--- src/rtl/uart_pkg.sv ---
// Shared types and constants for the UART transmitter.
// UART_TX_PARITY_EN adds the PARITY state and one extra bit per frame.
package uart_pkg;

  localparam int DEF_CLK_FREQ = 50_000_000;
  localparam int DEF_BAUD     = 9600;
  localparam int DATA_BITS    = 8;

`ifdef UART_TX_PARITY_EN
  localparam int FRAME_BITS = 11;
`else
  localparam int FRAME_BITS = 10;
`endif

  typedef enum logic [2:0] {
    IDLE,
    START,
    DATA,
`ifdef UART_TX_PARITY_EN
    PARITY,
`endif
    STOP
  } state_t;

endpackage

--- src/rtl/uart_baud_cnt.sv ---
// Bit-period counter: counts sys_clk cycles while enabled, pulses bit_end on the last cycle of a bit.
// Combinational bit_end, no backpressure; clr holds the count at zero.
module uart_baud_cnt #(
  parameter int BIT_CYC = 10
) (
  input  logic sys_clk,
  input  logic rst_n,
  input  logic en,
  input  logic clr,
  output logic bit_end
);

  localparam int CNT_W = (BIT_CYC > 1) ? $clog2(BIT_CYC) : 1;
  localparam logic [CNT_W-1:0] LAST = CNT_W'(BIT_CYC - 1);

  logic [CNT_W-1:0] cnt;

  assign bit_end = en && (cnt == LAST);

  always_ff @(posedge sys_clk or negedge rst_n) begin
    if (!rst_n) begin
      cnt <= '0;
    end else if (clr) begin
      cnt <= '0;
    end else if (en) begin
      cnt <= bit_end ? '0 : cnt + 1'b1;
    end
  end

endmodule

--- src/rtl/uart_tx.sv ---
// 8N1 UART transmitter with a one-deep holding buffer; tx goes low one cycle after accept.
// Requests beyond the buffer are dropped with a tx_ovf pulse; UART_TX_PARITY_EN adds even parity.
module uart_tx
  import uart_pkg::*;
#(
  parameter int CLK_FREQ = DEF_CLK_FREQ,
  parameter int BAUD     = DEF_BAUD
) (
  input  logic       sys_clk,
  input  logic       rst_n,
  input  logic [7:0] tx_data,
  input  logic       tx_en,
  output logic       tx,
  output logic       tx_busy,
  output logic       tx_ovf
);

  localparam int BIT_CYC = CLK_FREQ / BAUD;

  state_t     state;
  logic [7:0] shift_reg;
  logic [2:0] bit_idx;
  logic [7:0] buf_dat;
  logic       buf_vld;
  logic       bit_end;
  logic       stop_end;
`ifdef UART_TX_PARITY_EN
  logic       par_bit;
`endif

  assign stop_end = (state == STOP) && bit_end;

  uart_baud_cnt #(
    .BIT_CYC (BIT_CYC)
  ) u_baud_cnt (
    .sys_clk (sys_clk),
    .rst_n   (rst_n),
    .en      (state != IDLE),
    .clr     (state == IDLE),
    .bit_end (bit_end)
  );

  always_ff @(posedge sys_clk or negedge rst_n) begin
    if (!rst_n) begin
      state     <= IDLE;
      shift_reg <= '0;
      bit_idx   <= '0;
      buf_dat   <= '0;
      buf_vld   <= 1'b0;
      tx        <= 1'b1;
      tx_busy   <= 1'b0;
      tx_ovf    <= 1'b0;
`ifdef UART_TX_PARITY_EN
      par_bit   <= 1'b0;
`endif
    end else begin
      tx_ovf <= 1'b0;

      // A request in the last stop cycle with an empty buffer is started directly by STOP below.
      if (tx_en && state != IDLE) begin
        if (buf_vld) begin
          tx_ovf <= 1'b1;
        end else if (!stop_end) begin
          buf_dat <= tx_data;
          buf_vld <= 1'b1;
        end
      end

      case (state)
        IDLE: begin
          if (tx_en) begin
            shift_reg <= tx_data;
`ifdef UART_TX_PARITY_EN
            par_bit   <= ^tx_data;
`endif
            state     <= START;
            tx        <= 1'b0;
            tx_busy   <= 1'b1;
          end
        end
        START: begin
          if (bit_end) begin
            tx        <= shift_reg[0];
            shift_reg <= shift_reg >> 1;
            state     <= DATA;
          end
        end
        DATA: begin
          if (bit_end) begin
            if (bit_idx == 3'd7) begin
              bit_idx <= '0;
`ifdef UART_TX_PARITY_EN
              tx      <= par_bit;
              state   <= PARITY;
`else
              tx      <= 1'b1;
              state   <= STOP;
`endif
            end else begin
              bit_idx   <= bit_idx + 3'd1;
              tx        <= shift_reg[0];
              shift_reg <= shift_reg >> 1;
            end
          end
        end
`ifdef UART_TX_PARITY_EN
        PARITY: begin
          if (bit_end) begin
            tx    <= 1'b1;
            state <= STOP;
          end
        end
`endif
        STOP: begin
          if (bit_end) begin
            if (buf_vld) begin
              shift_reg <= buf_dat;
`ifdef UART_TX_PARITY_EN
              par_bit   <= ^buf_dat;
`endif
              buf_vld   <= 1'b0;
              state     <= START;
              tx        <= 1'b0;
            end else if (tx_en) begin
              shift_reg <= tx_data;
`ifdef UART_TX_PARITY_EN
              par_bit   <= ^tx_data;
`endif
              state     <= START;
              tx        <= 1'b0;
            end else begin
              state   <= IDLE;
              tx_busy <= 1'b0;
            end
          end
        end
        default: state <= IDLE;
      endcase
    end
  end

endmodule

--- config.mk ---
export PLATFORM = sky130hd
export DESIGN_NAME = uart_tx
export DESIGN_NICKNAME = d
export VERILOG_FILES = /design/src/rtl/uart_pkg.sv /design/src/rtl/uart_baud_cnt.sv /design/src/rtl/uart_tx.sv
export SDC_FILE = /design/constraint.sdc
export NUM_CORES = 1
export LEC_CHECK = 0
export BUFFER_PORTS_ARGS = -buffer_cell sky130_fd_sc_hd__buf_2
export CAP_MARGIN = 20
export CORE_MARGIN = 2
export CORE_UTILIZATION = 59
export CTS_BUF_LIST = sky130_fd_sc_hd__clkbuf_16
export DETAILED_ROUTE_END_ITERATION = 8
export PLACE_DENSITY_LB_ADDON = 0.15
export SYNTH_ARGS = -nofsm -noshare
export SYNTH_HDL_FRONTEND = slang
export SYNTH_SLANG_ARGS = --single-unit
--- constraint.sdc ---
create_clock -name sys_clk -period 2.9 [get_ports sys_clk]
set_clock_uncertainty 0.15 [all_clocks]
set_input_delay 0.58 -clock sys_clk [delete_from_list [all_inputs] [get_ports sys_clk]]
set_output_delay 0.58 -clock sys_clk [all_outputs]
set_load 0.005 [all_outputs]
[After elaboration in Yosys (flattened, before gate mapping)]
Index checks and enable logic that the tools add are counted.
Storage, ports and cells
  output and inout bits: 3
  bits of input ports: 11
  logic and storage cells: 79
  flip-flop bits (word level): 39
Operators by class
  eq/ne operators: 13
  add/sub/neg operators: 2
  bitwise operators: 2
  multiplexer cells: 39
  reductions and logical operators: 14
Operators with widths (count)
  $mux 8: 6
  $mux 13: 3
  $pmux 8 s4: 1
  $mux 1: 20
  $mux 3: 6
  $ne 2x2->1 const B: 8
  $reduce_and 5->1: 3
  $add 13x1->13 const B: 1
  $eq 13x13->1 const B: 1
  $pmux 3 s4: 1
  $eq 3x2->1 const B: 2
  $pmux 1 s4: 1
  $reduce_and 4->1: 1
  $reduce_bool 2->1: 2
  $reduce_bool 4->1: 1
  $add 3x1->3 const B: 1
  $eq 3x1->1 const B: 1
  $eq 3x3->1 const B: 1
  $logic_and 1x1->1: 3
  $logic_not 3->1: 1
  $reduce_and 3->1: 1
  $reduce_bool 3->1: 1
  $not 1->1: 2
  $pmux 1 s2: 1
  $reduce_and 2->1: 1

[Depth between registers and ports, before layout]
Gate-level depths: netlist of run 1.
  depth after elaboration: 9
  mapped depth: 7
  gate-level depth less buffers: 6

[Modules after synthesis]
A second synthesis of run 1 with hierarchy kept.
Unflattened totals
  cell total of the unflattened synthesis: 200
  area, all modules: 2109.5 um^2
By module, submodules not included
  uart_tx: area an instance 1353.8 um^2, cells an instance 118, instances 1, sequential area each 626.9 um^2
  uart_baud_cnt: area an instance 755.7 um^2, cells an instance 82, instances 1, sequential area each 325.3 um^2

[Worst setup path after synthesis of run 1]
OpenSTA, ideal clock, no wires.
  kind: register to register
  start: register u_baud_cnt.cnt[0]
  end: register buf_dat[0]
  path buffers: 0
  setup time: 125 ps
  data arrival time: 1874 ps
  period minus slack after synthesis: 2149 ps
  cell stages (with the launch flop): 6
  data required time: 2625 ps
  path slack: 751 ps
  cell sequence: dfrtp_1 > ha_1 > and2_1 > and4_4 > a2111oi_4 > mux2_2
On the way
  longest elaborated chain between the ends: 5
RTL lines
  start: declaration: line uart_baud_cnt.sv:16  | logic [CNT_W-1:0] cnt;
  start signal: assignment: line uart_baud_cnt.sv:26  | cnt <= bit_end ? '0 : cnt + 1'b1;
  $eq 13x13->1: line uart_baud_cnt.sv:18  | assign bit_end = en && (cnt == LAST);
  $logic_and 1x1->1: line uart_baud_cnt.sv:18
  $logic_and 1x1->1: line uart_tx.sv:31  | assign stop_end = (state == STOP) && bit_end;
  $not 1->1 (no source line)
  $reduce_and 3->1 (no source line)
  end signal: assignment: line uart_tx.sv:64  | buf_dat <= tx_data;
  end: declaration: line uart_tx.sv:23  | logic [7:0] buf_dat;
Every way passes these cells.
A chain may end at the register's enable or synchronous reset.

[Final worst setup path of run 1]
  start: register state[0]
  end: register shift_reg[0]
On the way
  longest elaborated chain between the ends: 4
  elaborated cells between the ends (all ways): 13
  classes of those cells: 7 x eq/ne; 1 x mux; 5 x reduce/logical
RTL lines
  start: declaration: line uart_tx.sv:20  | state_t state;
  start signal: assignment: line uart_tx.sv:45  | state <= IDLE;
  start signal: assignment: line uart_tx.sv:76  | state <= START;
  start signal: assignment: line uart_tx.sv:85  | state <= DATA;
  $reduce_bool 3->1: line uart_tx.sv:38  | .en (state != IDLE),
  $logic_and 1x1->1: line uart_baud_cnt.sv:18
  $ne 2x2->1 (no source line)
  $reduce_and 5->1 (no source line)
  end signal: assignment: line uart_tx.sv:72  | shift_reg <= tx_data;
  end signal: assignment: line uart_tx.sv:84  | shift_reg <= shift_reg >> 1;
  end signal: assignment: line uart_tx.sv:102  | shift_reg <= shift_reg >> 1;
  end: declaration: line uart_tx.sv:21  | logic [7:0] shift_reg;
Parallel ways exist; a longest one is shown, timed or not.

==> results of run 1 <==
[critical path: cells and delay by family (launching register included)]
kind / cells / cell delay (ns)
buf+inv: 1 / 0.12
flops: 1 / 0.41
fa+ha+maj: 1 / 0.46
compound gates: 2 / 0.67
simple gates: 2 / 0.44
[synth_stat cells (2+ instances only)]
cell type | n | share of area, %
sky130_fd_sc_hd__dfrtp_1 | 37 | 47
sky130_fd_sc_hd__nor2_1 | 23 | 4.4
sky130_fd_sc_hd__a21oi_1 | 16 | 4.0
sky130_fd_sc_hd__mux2_2 | 12 | 6.8
sky130_fd_sc_hd__ha_1 | 8 | 5.0
sky130_fd_sc_hd__inv_1 | 8 | 1.5
sky130_fd_sc_hd__nand2_1 | 8 | 1.5
sky130_fd_sc_hd__o2bb2ai_1 | 8 | 3.5
sky130_fd_sc_hd__a32oi_1 | 7 | 3.1
sky130_fd_sc_hd__o21ai_0 | 5 | 1.3
sky130_fd_sc_hd__xnor2_1 | 5 | 2.2
sky130_fd_sc_hd__xor2_1 | 5 | 2.2
sky130_fd_sc_hd__clkbuf_1 | 4 | 0.76
sky130_fd_sc_hd__nor3_1 | 4 | 1.0
sky130_fd_sc_hd__and2_1 | 3 | 0.95
sky130_fd_sc_hd__nand3_1 | 3 | 0.76
sky130_fd_sc_hd__nand4_1 | 3 | 0.95
sky130_fd_sc_hd__a21o_1 | 2 | 0.76
sky130_fd_sc_hd__and4_1 | 2 | 0.88
sky130_fd_sc_hd__nor2b_1 | 2 | 0.63
sky130_fd_sc_hd__nor4_1 | 2 | 0.63
[worst paths after layout]
path	from	end	slack [ns]	cells after the start
min in group sys_clk	shift_reg[3]	shift_reg[3]	0.35	1
setup / recovery	state[0]	shift_reg[0]	0.51	6
setup reg to reg	state[0]	shift_reg[0]	0.51	6
hold / removal	rst_n	u_baud_cnt.cnt[10]	0.26	1
max in group asynchronous	rst_n	buf_dat[5]	1.81	1
hold reg to reg	shift_reg[3]	shift_reg[3]	0.35	1
[placed cells by master (no fill, tap or decap), types with 2 or more instances in the layout]
| cell | Yosys | layout |
|---|---|---|
| sky130_fd_sc_hd__buf_2 | 1 | 13 |
| sky130_fd_sc_hd__and2_1 | 3 | 3 |
| sky130_fd_sc_hd__xnor2_1 | 5 | 5 |
| sky130_fd_sc_hd__and4_1 | 2 | 2 |
| sky130_fd_sc_hd__ha_1 | 8 | 8 |
| sky130_fd_sc_hd__clkbuf_16 | 0 | 5 |
| sky130_fd_sc_hd__a32oi_1 | 7 | 7 |
| sky130_fd_sc_hd__inv_1 | 8 | 8 |
| sky130_fd_sc_hd__a21o_1 | 2 | 2 |
| sky130_fd_sc_hd__xor2_1 | 5 | 5 |
| sky130_fd_sc_hd__nand3_1 | 3 | 3 |
| sky130_fd_sc_hd__mux2_2 | 12 | 12 |
| sky130_fd_sc_hd__bufinv_16 | 0 | 2 |
| sky130_fd_sc_hd__nor4_1 | 2 | 2 |
| sky130_fd_sc_hd__a21oi_1 | 16 | 16 |
| sky130_fd_sc_hd__o21ai_0 | 5 | 5 |
| sky130_fd_sc_hd__o2bb2ai_1 | 8 | 8 |
| sky130_fd_sc_hd__nor2b_1 | 2 | 2 |
| sky130_fd_sc_hd__nor2_1 | 23 | 23 |
| sky130_fd_sc_hd__nand2_1 | 8 | 8 |
| sky130_fd_sc_hd__dfrtp_1 | 37 | 37 |
| sky130_fd_sc_hd__nand4_1 | 3 | 3 |
| sky130_fd_sc_hd__nor3_1 | 4 | 4 |
[layout make-up]
type	count	share of cell area, %
Sequential cell	38	41.81
Clock buffer	5	5.495
Tap cell	46	2.527
Timing Repair Buffer	14	3.187
Inverter	8	1.319
Multi-Input combinational cell	135	42.64
Clock inverter	3	3.022
[power groups by stage]
stage,Combinational (mW),Sequential [mW],Clock (mW)
final,0.717,0.756,0.713
after global routing,0.793,0.772,0.745
after CTS,0.720,0.754,0.722
after detailed placement,0.712,0.759,0
after global placement,0.679,0.751,0
after floorplan,0.547,0.734,0
[stage by stage]
stage | hold slack (ns) | std cells
finish | 0.2557 | 249
global route | 0.3250 | 249
CTS | 0.2765 | 249
detailed placement | 0.3289 | 241
global placement | 0.3222 | 241
floorplan | 0.1344 | 188
[layer usage]
metal  global-route usage [%]  part of all wire (%)  wire length, um
met5                        0                     0                0
met4                    7.903                   1.9               81
met3                    6.418                   3.9              166
met2                    42.11                    51             2157
met1                    27.26                    43             1810
[kinds of logic after synthesis]
kind of cell	share of synthesized area, %
mux	6.810
compound gates	17.15
xor+xnor	4.413
fa+ha+maj	5.044
buf+inv	3.089
flops	47.98
simple gates	15.51
==> impl_results.html, run 1 <==
<table>
<tr><th>Metric</th><th>Value</th></tr>
<tr><th colspan="2">Cells and area</th></tr>
<tr><td>Util after Layout</td><td>69.33%</td></tr>
<tr><td>Growth of design area from synthesis to finish</td><td>14.75%</td></tr>
<tr><td>Fillers</td><td>roughly 240</td></tr>
<tr><td>Fraction of layout cells with a size suffix above 1</td><td>about a fifth</td></tr>
<tr><td>Area of combinational cells with multiple inputs</td><td>approximately 970 sq um</td></tr>
<tr><td>Reg area</td><td>~950 sq um</td></tr>
<tr><td>Final #Nets</td><td>221</td></tr>
<tr><td>Non-Filler Cell Area, Final</td><td>between 2000 and 2500 sq um</td></tr>
<tr><td>Antenna diodes</td><td>0</td></tr>
<tr><td>Flip-flop count of the largest register, all copies and words added</td><td>13</td></tr>
<tr><th colspan="2">Pwr</th></tr>
<tr><td>Total power</td><td>about 2.2 mW</td></tr>
<tr><td>Switching share of power</td><td>34.03%</td></tr>
<tr><td>Worst IR drop on VDD</td><td>around 0.60 mV</td></tr>
<tr><td>Internal power summed over all cells</td><td>~1.4 mW</td></tr>
<tr><td>Sequential cell fraction of total power</td><td>around a third</td></tr>
<tr><td>Relative contribution of the clock network to total power</td><td>around 33%</td></tr>
<tr><td>Pwr per Cell Area</td><td>just under 1000 nW/um^2</td></tr>
<tr><td>Cell leakage power</td><td>0.9837 nW</td></tr>
<tr><td>Switching power total</td><td>around 0.74 mW</td></tr>
<tr><td>Combinational fraction of design power</td><td>about a third</td></tr>
<tr><th colspan="2">Placement</th></tr>
<tr><td>Worst-case setup slack after placement</td><td>0.5102 ns</td></tr>
<tr><td>Buffers on Ports</td><td>13</td></tr>
<tr><td>Placed Area</td><td>2083 sq um</td></tr>
<tr><td>GP Congestion</td><td>just over 0.8</td></tr>
<tr><td>Detailed Place HPWL</td><td>2861 um</td></tr>
<tr><th colspan="2">STA</th></tr>
<tr><td>Final cycle utilization of the critical path</td><td>between 80% and 90%</td></tr>
<tr><td>Number of endpoints failing setup at the final stage</td><td>0</td></tr>
<tr><td>Transition at the pin with the smallest max-transition slack</td><td>0.8478 ns</td></tr>
<tr><td>Final-layout setup total negative slack</td><td>0 ns</td></tr>
<tr><td>Relative slew slack</td><td>approximately 43%</td></tr>
<tr><td>Final Hold Violating Endpoints</td><td>0</td></tr>
<tr><td>Slew Limit Fails</td><td>0</td></tr>
<tr><td>Setup ws final</td><td>slightly above 0.5 ns</td></tr>
<tr><td>Setup repair after global routing missed its margin</td><td>no</td></tr>
<tr><td>F_max</td><td>between 400 and 500 MHz</td></tr>
<tr><td>Minimum period implied by the final worst setup slack</td><td>2.392 ns</td></tr>
<tr><th colspan="2">Clocking</th></tr>
<tr><td>Clock tree from TritonCTS</td><td>yes</td></tr>
<tr><td>Post-CTS Repair Setup Buffers</td><td>0</td></tr>
<tr><td>CTS-repair resized insts</td><td>0</td></tr>
<tr><td>Maximum clock insertion buffer count</td><td>2</td></tr>
<tr><td>Clock root cell</td><td>sky130_fd_sc_hd__clkbuf_16</td></tr>
<tr><td>Clock sink total</td><td>38</td></tr>
<tr><td>Clock input transition at the sequential cells of the worst setup and hold paths</td><td>~0.060 ns</td></tr>
<tr><td>CTS Buf Count</td><td>5</td></tr>
<tr><td>Source-to-sink clock delay at the later pin of the worst-skew pair</td><td>0.28 ns</td></tr>
<tr><td>Number of buffers inserted for hold repair after clock tree synthesis</td><td>0</td></tr>
<tr><td>H-tree levels</td><td>2</td></tr>
<tr><th colspan="2">Critical path</th></tr>
<tr><td>Classification of the worst setup path</td><td>register to register</td></tr>
<tr><td>Highest cell delay on the worst timing path</td><td>about 0.52 ns</td></tr>
<tr><td>Endpoint class of the critical path</td><td>register</td></tr>
<tr><td>Critical Path RT</td><td>2.89 ns</td></tr>
<tr><td>Top fanout value on the critical path</td><td>13</td></tr>
<tr><td>Sort of element at the start of the critical path</td><td>register</td></tr>
<tr><td>Max stage delay cell, worst path</td><td>sky130_fd_sc_hd__o21ai_1</td></tr>
<tr><td>Cell-by-cell listing of the critical path</td><td>inv_1 &gt; ha_1 &gt; nor3b_1 &gt; and4_2 &gt; o21ai_1 &gt; o2bb2ai_1</td></tr>
<tr><td>Worst path arrival time</td><td>approximately 2.4 ns</td></tr>
<tr><th colspan="2">Outcome</th></tr>
<tr><td>Status</td><td>finished clean</td></tr>
<tr><th colspan="2">Detailed routing</th></tr>
<tr><td>Post-detailed-route count of antenna-violating nets</td><td>0</td></tr>
<tr><td>Vias after detailed routing</td><td>around 1.5k</td></tr>
<tr><td>WL per Instance</td><td>approximately 17 um</td></tr>
<tr><td>Detailed Route WL</td><td>~4200 um</td></tr>
<tr><td>Post-detailed-route via-to-cell ratio</td><td>roughly 6</td></tr>
<tr><td>Starting DRT DRC Count</td><td>74</td></tr>
<tr><td>Number of iterations in the first detailed-routing pass</td><td>4</td></tr>
<tr><td>Remaining DRCs</td><td>0</td></tr>
<tr><th colspan="2">Synthesis</th></tr>
<tr><td>Prevailing post-synth register cell</td><td>sky130_fd_sc_hd__dfrtp_1</td></tr>
<tr><td>Count of flip-flops with a built-in enable after synthesis</td><td>0</td></tr>
<tr><td>Sequential share of the synthesized area</td><td>between 40% and 50%</td></tr>
<tr><td>Post-synthesis instance total</td><td>about 190</td></tr>
<tr><td>Post-synthesis instance area</td><td>a little under 2000 sq um</td></tr>
<tr><td>Per-instance average area after synthesis</td><td>10.56 sq um</td></tr>
<tr><td>Share of synthesized flip-flops with an asynchronous set or reset</td><td>between 90% and 100%</td></tr>
<tr><td>Mapped Nets</td><td>about 210</td></tr>
<tr><td>Register bit count reported by yosys</td><td>38</td></tr>
<tr><td>Yosys warnings</td><td>0</td></tr>
<tr><td>Synth cell types</td><td>42</td></tr>
<tr><th colspan="2">Global routing</th></tr>
<tr><td>Antenna violations before repair</td><td>0</td></tr>
<tr><td>Overflow after GRT</td><td>0</td></tr>
<tr><td>Gr usage total</td><td>23.63%</td></tr>
<tr><td>Global-route wire length before repair</td><td>~6500 um</td></tr>
<tr><td>Largest net degree at the start of global routing</td><td>39</td></tr>
<tr><td>Via count of the first global-routing pass</td><td>between 1k and 1.5k</td></tr>
<tr><th colspan="2">Floorplanning</th></tr>
<tr><td>Die width</td><td>approximately 62 um</td></tr>
<tr><td>Die Span Y</td><td>around 62 um</td></tr>
<tr><td>Die ar.</td><td>3843 sq um</td></tr>
<tr><td>Top-Level Pins</td><td>14</td></tr>
<tr><td>Number of placement rows</td><td>21</td></tr>
<tr><td>Starting Density</td><td>about three fifths</td></tr>
<tr><td>Area inside the core boundary</td><td>between 3000 and 4000 sq um</td></tr>
<tr><th colspan="2">Run</th></tr>
<tr><td>Max-cap violation count</td><td>0</td></tr>
<tr><th colspan="2">Worst hold path</th></tr>
<tr><td>Path class of the lowest-slack min-delay path</td><td>primary input to async pin</td></tr>
</table>
No activity file was read; power rests on OpenSTA's default activity.
==> run 2: changes to the inputs <==
clock period = 2.4 ns   (was 2.9 ns; I/O delays follow)
==> run 2 against run 1 <==
  * Sequential power rose by 20%
  * Global-route usage increased by 0.53 points
  * Critical path depth unchanged
  * Total power increased by 11%
  * Sequential share of layout area increased by 0.46 points
  * Routed wire length shrank 3.4%
  * Die area unchanged
  * Worst setup slack lost 0.30 ns
  * Clock power fell by 12%
  * Critical path type unchanged
  * Critical endpoint is now buf_dat[2]
  * Largest power group unchanged
==> impl_results.html, run 2 (synthesized netlist as in run 1, its figures left out) <==
<table>
<tr><th>Metric</th><th>Value</th></tr>
<tr><th colspan="2">Outcome</th></tr>
<tr><td>Status</td><td>finished clean</td></tr>
<tr><th colspan="2">Cells and area</th></tr>
<tr><td>Antenna diodes</td><td>0 (unchanged)</td></tr>
<tr><td>Growth of design area from synthesis to finish</td><td>13.49%</td></tr>
<tr><td>Fraction of layout cells with a size suffix above 1</td><td>21.84% (+1.2 points)</td></tr>
<tr><td>Final #Nets</td><td>224 (+1.4%)</td></tr>
<tr><td>Highest-count cells in the layout ignoring fill and taps</td><td>sky130_fd_sc_hd__dfrtp_1, sky130_fd_sc_hd__nor2_1, sky130_fd_sc_hd__a21oi_1, sky130_fd_sc_hd__buf_2, sky130_fd_sc_hd__mux2_2</td></tr>
<tr><td>Flip-flop count of the largest register, all copies and words added</td><td>13 (unchanged)</td></tr>
<tr><td>Non-Filler Cell Area, Final</td><td>2252 sq um (-1.1%)</td></tr>
<tr><td>Leading cell type in the layout, fill and taps excluded</td><td>sky130_fd_sc_hd__dfrtp_1</td></tr>
<tr><th colspan="2">Global routing</th></tr>
<tr><td>Global-route wire length before repair</td><td>6748 um (+3.5%)</td></tr>
<tr><td>Overflow after GRT</td><td>0 (unchanged)</td></tr>
<tr><td>Antenna violations before repair</td><td>0 (unchanged)</td></tr>
<tr><td>Largest net degree at the start of global routing</td><td>39 (unchanged)</td></tr>
<tr><td>Via count of the first global-routing pass</td><td>1,431 (+0.85%)</td></tr>
<tr><td>Gr usage total</td><td>24.17% (+0.53 points)</td></tr>
<tr><th colspan="2">Clocking</th></tr>
<tr><td>Clock root cell</td><td>sky130_fd_sc_hd__clkbuf_16</td></tr>
<tr><td>Source-to-sink clock delay at the later pin of the worst-skew pair</td><td>0.28 ns (about the same)</td></tr>
<tr><td>CTS Buf Count</td><td>5 (unchanged)</td></tr>
<tr><td>Clock tree from TritonCTS</td><td>yes</td></tr>
<tr><td>Maximum clock insertion buffer count</td><td>2 (unchanged)</td></tr>
<tr><td>H-tree levels</td><td>2 (unchanged)</td></tr>
<tr><td>Clock input transition at the sequential cells of the worst setup and hold paths</td><td>0.06 ns (about the same)</td></tr>
<tr><td>Clock sink total</td><td>38 (unchanged)</td></tr>
<tr><th colspan="2">STA</th></tr>
<tr><td>Minimum period implied by the final worst setup slack</td><td>2.193 ns (-0.1993 ns)</td></tr>
<tr><td>Final Hold Violating Endpoints</td><td>0 (unchanged)</td></tr>
<tr><td>Final-layout worst hold slack</td><td>0.1491 ns (-0.1066 ns)</td></tr>
<tr><td>Relative slew slack</td><td>45.34% (+1.9 points)</td></tr>
<tr><td>F_max</td><td>456.1 MHz (+9.1%)</td></tr>
<tr><td>Setup repair after global routing missed its margin</td><td>no</td></tr>
<tr><td>Number of endpoints failing setup at the final stage</td><td>0 (unchanged)</td></tr>
<tr><td>Final cycle utilization of the critical path</td><td>91.36% (+8.9 points)</td></tr>
<tr><td>Slew Limit Fails</td><td>0 (unchanged)</td></tr>
<tr><td>Transition at the pin with the smallest max-transition slack</td><td>0.8199 ns (-0.02786 ns)</td></tr>
<tr><td>Final-layout setup total negative slack</td><td>0 ns (unchanged)</td></tr>
<tr><th colspan="2">Placement</th></tr>
<tr><td>Detailed Place HPWL</td><td>2887 um (+0.90%)</td></tr>
<tr><td>Buffers on Ports</td><td>13 (unchanged)</td></tr>
<tr><td>Placed Area</td><td>2106 sq um (+1.1%)</td></tr>
<tr><td>GP Congestion</td><td>0.8267 (+0.52%)</td></tr>
<tr><th colspan="2">Pwr</th></tr>
<tr><td>Pwr per Cell Area</td><td>1080 nW/um^2 (+13%)</td></tr>
<tr><td>Cell leakage power</td><td>0.9739 nW (-1.0%)</td></tr>
<tr><td>Worst IR drop on VDD</td><td>0.5976 mV (+0.41%)</td></tr>
<tr><th colspan="2">Detailed routing</th></tr>
<tr><td>Remaining DRCs</td><td>0 (unchanged)</td></tr>
<tr><td>Post-detailed-route count of antenna-violating nets</td><td>0 (unchanged)</td></tr>
<tr><td>Vias after detailed routing</td><td>1,480 (-1.3%)</td></tr>
<tr><td>Post-detailed-route via-to-cell ratio</td><td>5.873 (-2.5%)</td></tr>
<tr><td>WL per Instance</td><td>16.16 um (-4.5%)</td></tr>
<tr><td>Detailed Route WL</td><td>4073 um (-3.4%)</td></tr>
<tr><td>Starting DRT DRC Count</td><td>58 (-22%)</td></tr>
<tr><td>Number of iterations in the first detailed-routing pass</td><td>4 (unchanged)</td></tr>
<tr><th colspan="2">Critical path</th></tr>
<tr><td>Worst reg-to-reg path cell count</td><td>6 (unchanged)</td></tr>
<tr><td>Endpoint class of the critical path</td><td>register</td></tr>
<tr><td>Classification of the worst setup path</td><td>register to register</td></tr>
<tr><td>Top fanout value on the critical path</td><td>8 (-5)</td></tr>
<tr><td>Critical Path RT</td><td>2.41 ns (-0.48 ns)</td></tr>
<tr><td>Sort of element at the start of the critical path</td><td>register</td></tr>
<tr><td>Worst path arrival time</td><td>2.21 ns (-0.17 ns)</td></tr>
<tr><th colspan="2">Floorplanning</th></tr>
<tr><td>Number of placement rows</td><td>21 (unchanged)</td></tr>
<tr><td>Top-Level Pins</td><td>14 (unchanged)</td></tr>
<tr><td>Area inside the core boundary</td><td>3284 sq um (unchanged)</td></tr>
<tr><td>Die Span Y</td><td>62.00 um (unchanged)</td></tr>
<tr><td>Starting Density</td><td>60.42% (unchanged)</td></tr>
<tr><td>Die width</td><td>62.00 um (unchanged)</td></tr>
<tr><td>Die ar.</td><td>3843 sq um (unchanged)</td></tr>
<tr><th colspan="2">Run</th></tr>
<tr><td>Max-cap violation count</td><td>0 (unchanged)</td></tr>
<tr><th colspan="2">Worst hold path</th></tr>
<tr><td>Path class of the lowest-slack min-delay path</td><td>primary input to async pin</td></tr>
</table>
==> run 2: worst paths after layout <==
check | startpoint | end | slack (ns)
setup reg to reg | u_baud_cnt.cnt[0] | buf_dat[2] | 0.21
hold reg to reg | shift_reg[2] | shift_reg[2] | 0.34
setup / recovery | u_baud_cnt.cnt[0] | buf_dat[2] | 0.21
hold / removal | rst_n | u_baud_cnt.cnt[11] | 0.15
min in group sys_clk | tx_data[5] | buf_dat[5] | 0.30
max in group asynchronous | rst_n | shift_reg[0] | 1.43
==> run 2: critical path, cell delays in order (launching register included) <==
cell and delay [ns]:
sky130_fd_sc_hd__dfrtp_1 0.41, sky130_fd_sc_hd__ha_1 0.26, sky130_fd_sc_hd__and2_1 0.20, sky130_fd_sc_hd__and4_4 0.16, sky130_fd_sc_hd__a2111oi_4 0.32, sky130_fd_sc_hd__buf_4 0.23, sky130_fd_sc_hd__mux2_2 0.35
==> run 2: per-layer routing <==
metal	global-route usage [%]	part of all wire, %
met1	31.52	44
met2	40.48	51
met3	5.590	3.6
met4	6.383	1.1
met5	0	0
==> run 2: where the power goes <==
part           leakage, nW  internal [mW]  switching, mW
Sequential           0.489          0.800          0.105
Combinational        0.418          0.368          0.534
Clock               0.0672          0.379          0.248
Total                0.974           1.55          0.886
==> run 2: what timing repair did <==
action	CTS	global route
hold buffers	0	0
buffers inserted	0	0
endpoints found under the setup margin	0	8
gates resized for setup	0	1
==> run 2: area by class of cell <==
| cell class | instances | area, sq um |
|---|---|---|
| fill | 250 | 1032 |
| multi-input combinational | 135 | 975.9 |
| sequential | 38 | 952.2 |
| clock buffer | 5 | 125.1 |
| timing repair buffer | 17 | 95.09 |
| tap | 46 | 57.56 |
| inverter | 8 | 30.03 |
| clock inverter | 3 | 16.27 |
==> run 2: stage by stage <==
step                      util, %  cells  total power [mW]  worst slack, ns
after floorplan                 -    188             1.548           0.2510
after global routing        68.57    252             2.593          0.08404
after detailed placement    64.11    244             1.800           0.1856
after global placement      64.11    244             1.748           0.2825
after CTS                   68.42    252             2.442           0.1544
final                       68.57    252             2.433           0.2074
==> run 3: changes to the inputs <==
clock period = 2.08 ns   (was 2.4 ns; I/O delays follow)
==> run 3 against run 2 <==
  * Sequential cell count did not move
  * Routed wire length rose by 19%
  * Register-to-register slack got worse by 0.16 ns
  * Total power rose by 38%
  * Clock power rose by 56%
  * Die area did not move
  * Via count rose by 10%
  * Final cell count rose by 7.1%
  * Critical endpoint is now shift_reg[0]
  * Largest power group is now combinational logic
==> impl_results.html, run 3 (synthesized netlist as in run 1, its figures left out) <==
<table>
<tr><th>Metric</th><th>Value</th></tr>
<tr><th colspan="2">Critical path</th></tr>
<tr><td>Reg-to-reg slack, setup</td><td>0.04 ns (-0.16 ns)</td></tr>
<tr><td>Sort of element at the start of the critical path</td><td>register</td></tr>
<tr><td>Worst path arrival time</td><td>2.08 ns (-0.13 ns)</td></tr>
<tr><td>Worst reg-to-reg path cell count</td><td>7 (+1)</td></tr>
<tr><td>Terminus of the critical flop-to-flop path</td><td>shift_reg[0]</td></tr>
<tr><td>Critical Path RT</td><td>2.12 ns (-0.29 ns)</td></tr>
<tr><td>Classification of the worst setup path</td><td>register to register</td></tr>
<tr><td>Endpoint class of the critical path</td><td>register</td></tr>
<tr><td>Reg2reg start</td><td>state[0]</td></tr>
<tr><td>Top fanout value on the critical path</td><td>8 (unchanged)</td></tr>
<tr><th colspan="2">Cells and area</th></tr>
<tr><td>Leading cell type in the layout, fill and taps excluded</td><td>sky130_fd_sc_hd__dfrtp_1</td></tr>
<tr><td>Antenna diodes</td><td>0 (unchanged)</td></tr>
<tr><td>Count of non-filler cells in the finished layout</td><td>270 (+7.1%)</td></tr>
<tr><td>Non-Filler Cell Area, Final</td><td>2530 sq um (+12%)</td></tr>
<tr><td>Util after Layout</td><td>77.03% (+8.5 points)</td></tr>
<tr><td>Flip-flop count of the largest register, all copies and words added</td><td>13 (unchanged)</td></tr>
<tr><td>Growth of design area from synthesis to finish</td><td>27.49%</td></tr>
<tr><td>Final #Nets</td><td>242 (+8.0%)</td></tr>
<tr><td>Highest-count cells in the layout ignoring fill and taps</td><td>sky130_fd_sc_hd__dfrtp_1, sky130_fd_sc_hd__nor2_1, sky130_fd_sc_hd__buf_4, sky130_fd_sc_hd__a21oi_1, sky130_fd_sc_hd__buf_2</td></tr>
<tr><td>Fraction of layout cells with a size suffix above 1</td><td>31.70% (+9.9 points)</td></tr>
<tr><th colspan="2">STA</th></tr>
<tr><td>Minimum period implied by the final worst setup slack</td><td>2.037 ns (-0.1555 ns)</td></tr>
<tr><td>Setup ws final</td><td>0.04290 ns (-0.1645 ns)</td></tr>
<tr><td>Transition at the pin with the smallest max-transition slack</td><td>0.4849 ns (-0.3350 ns)</td></tr>
<tr><td>Slew Limit Fails</td><td>0 (unchanged)</td></tr>
<tr><td>Number of endpoints failing setup at the final stage</td><td>0 (unchanged)</td></tr>
<tr><td>F_max</td><td>490.9 MHz (+7.6%)</td></tr>
<tr><td>Relative slew slack</td><td>67.59% (+22 points)</td></tr>
<tr><td>Final Hold Violating Endpoints</td><td>0 (unchanged)</td></tr>
<tr><td>Final cycle utilization of the critical path</td><td>97.94% (+6.6 points)</td></tr>
<tr><th colspan="2">Clocking</th></tr>
<tr><td>Clock tree from TritonCTS</td><td>yes</td></tr>
<tr><td>Clock input transition at the sequential cells of the worst setup and hold paths</td><td>0.06 ns (about the same)</td></tr>
<tr><td>CTS Buf Count</td><td>5 (unchanged)</td></tr>
<tr><td>Clock root cell</td><td>sky130_fd_sc_hd__clkbuf_16</td></tr>
<tr><td>Clock sink total</td><td>38 (unchanged)</td></tr>
<tr><td>H-tree levels</td><td>2 (unchanged)</td></tr>
<tr><td>Maximum clock insertion buffer count</td><td>2 (unchanged)</td></tr>
<tr><td>Source-to-sink clock delay at the later pin of the worst-skew pair</td><td>0.28 ns (about the same)</td></tr>
<tr><th colspan="2">Worst hold path</th></tr>
<tr><td>End point of the most critical hold path</td><td>buf_dat[3]</td></tr>
<tr><td>Hold Path Origin</td><td>tx_data[3]</td></tr>
<tr><td>Path class of the lowest-slack min-delay path</td><td>primary input to register</td></tr>
<tr><td>Hold path cells</td><td>2</td></tr>
<tr><th colspan="2">Pwr</th></tr>
<tr><td>Worst IR drop on VDD</td><td>0.8566 mV (+43%)</td></tr>
<tr><td>Pwr per Cell Area</td><td>1324 nW/um^2 (+23%)</td></tr>
<tr><td>Cell leakage power</td><td>1.101 nW (+13%)</td></tr>
<tr><th colspan="2">Floorplanning</th></tr>
<tr><td>Die ar.</td><td>3843 sq um (unchanged)</td></tr>
<tr><td>Area inside the core boundary</td><td>3284 sq um (unchanged)</td></tr>
<tr><td>Number of placement rows</td><td>21 (unchanged)</td></tr>
<tr><td>Top-Level Pins</td><td>14 (unchanged)</td></tr>
<tr><td>Starting Density</td><td>60.42% (unchanged)</td></tr>
<tr><td>Die Span Y</td><td>62.00 um (unchanged)</td></tr>
<tr><td>Die width</td><td>62.00 um (unchanged)</td></tr>
<tr><th colspan="2">Outcome</th></tr>
<tr><td>Status</td><td>finished clean</td></tr>
<tr><th colspan="2">Global routing</th></tr>
<tr><td>Global-route wire length before repair</td><td>7728 um (+15%)</td></tr>
<tr><td>Antenna violations before repair</td><td>0 (unchanged)</td></tr>
<tr><td>Gr usage total</td><td>27.79% (+3.6 points)</td></tr>
<tr><td>Via count of the first global-routing pass</td><td>1,669 (+17%)</td></tr>
<tr><td>Largest net degree at the start of global routing</td><td>21 (-46%)</td></tr>
<tr><td>Overflow after GRT</td><td>0 (unchanged)</td></tr>
<tr><th colspan="2">Placement</th></tr>
<tr><td>Placed Area</td><td>2216 sq um (+5.2%)</td></tr>
<tr><td>Buffers on Ports</td><td>13 (unchanged)</td></tr>
<tr><td>Detailed Place HPWL</td><td>2995 um (+3.8%)</td></tr>
<tr><td>GP Congestion</td><td>0.8857 (+7.1%)</td></tr>
<tr><td>Cell count after placement</td><td>257 (+5.3%)</td></tr>
<tr><td>Worst-case setup slack after placement</td><td>-0.09751 ns (-0.2832 ns)</td></tr>
<tr><th colspan="2">Run</th></tr>
<tr><td>Max-cap violation count</td><td>0 (unchanged)</td></tr>
<tr><th colspan="2">Detailed routing</th></tr>
<tr><td>WL per Instance</td><td>18.01 um (+11%)</td></tr>
<tr><td>Number of iterations in the first detailed-routing pass</td><td>4 (unchanged)</td></tr>
<tr><td>Detailed Route WL</td><td>4864 um (+19%)</td></tr>
<tr><td>Starting DRT DRC Count</td><td>122 (+110%)</td></tr>
<tr><td>Remaining DRCs</td><td>0 (unchanged)</td></tr>
<tr><td>Post-detailed-route via-to-cell ratio</td><td>6.056 (+3.1%)</td></tr>
<tr><td>Vias after detailed routing</td><td>1,635 (+10%)</td></tr>
<tr><td>Post-detailed-route count of antenna-violating nets</td><td>0 (unchanged)</td></tr>
</table>
-- run 3: cell count changes in the layout (fill, tap and decap cells not counted), sizes merged --
cell	previous run	this run
clkinvlp	1	0
clkinv	2	1
bufinv	0	2
dlygate4sd3	0	1
buf	17	34
-- run 3: critical path: stages (launching register included) --
cell and delay [ns]:
sky130_fd_sc_hd__dfrtp_1 0.41, sky130_fd_sc_hd__inv_1 0.13, sky130_fd_sc_hd__ha_4 0.21, sky130_fd_sc_hd__buf_4 0.17, sky130_fd_sc_hd__nor4_1 0.39, sky130_fd_sc_hd__a21oi_2 0.14
sky130_fd_sc_hd__o211ai_4 0.18, sky130_fd_sc_hd__o2bb2ai_1 0.17
-- run 3: per-layer routing --
metal	global-route usage, %	share of wire [%]	wire [um]	vias to the layer above
li1	-	-	-	757
met1	34.79	42	2060	811
met2	46.13	51	2482	54
met3	5.797	4.0	193	13
met4	12.46	2.6	127	0
met5	0	0	0	-
-- run 3: through the flow --
step / total power [mW] / TNS, ns / hold slack (ns)
final: 3.350 / 0 / 0.2336
after global routing: 3.519 / -0.02665 / 0.2373
after CTS: 3.215 / 0 / 0.2345
after detailed placement: 2.168 / -1.189 / 0.2474
after global placement: 2.124 / -0.4673 / 0.2345
after floorplan: 1.786 / -0.1310 / -0.02959
-- run 3: timing repair --
action	CTS	global route
endpoints found under the hold margin	17	0
pin swaps	2	2
endpoints found under the setup margin	21	20
cloned	0	0
buffers inserted	2	2
gates resized for setup	7	11
hold buffers	1	0
-- run 3: worst max path at each step --
| stage | from | endpoint | cells past startpoint |
|---|---|---|---|
| 2_1_floorplan | u_baud_cnt.cnt[0] | buf_dat[0] | 5 |
| 3_3_place_gp | u_baud_cnt.cnt[1] | buf_dat[5] | 5 |
| 3_5_place_dp | u_baud_cnt.cnt[1] | buf_dat[4] | 5 |
| 4_1_cts | state[0] | shift_reg[0] | 6 |
| 5_1_grt | state[0] | shift_reg[0] | 7 |
| 6_report | state[0] | shift_reg[0] | 7 |
-- run 3: power by group --
part           internal (mW)  switching [mW]  total (mW)
Sequential             0.924           0.118        1.04
Clock                  0.683           0.294       0.976
Combinational          0.586           0.747        1.33
Total                   2.19            1.16        3.35
-- run 3: layout make-up --
| cell class | count | area (sq um) |
|---|---|---|
| Clock buffer | 5 | 125.1 |
| Clock inverter | 3 | 63.81 |
| Fill cell | 217 | 754.5 |
| Inverter | 8 | 30.03 |
| Multi-Input combinational cell | 135 | 1052 |
| Sequential cell | 38 | 952.2 |
| Tap cell | 46 | 57.56 |
| Timing Repair Buffer | 35 | 249.0 |
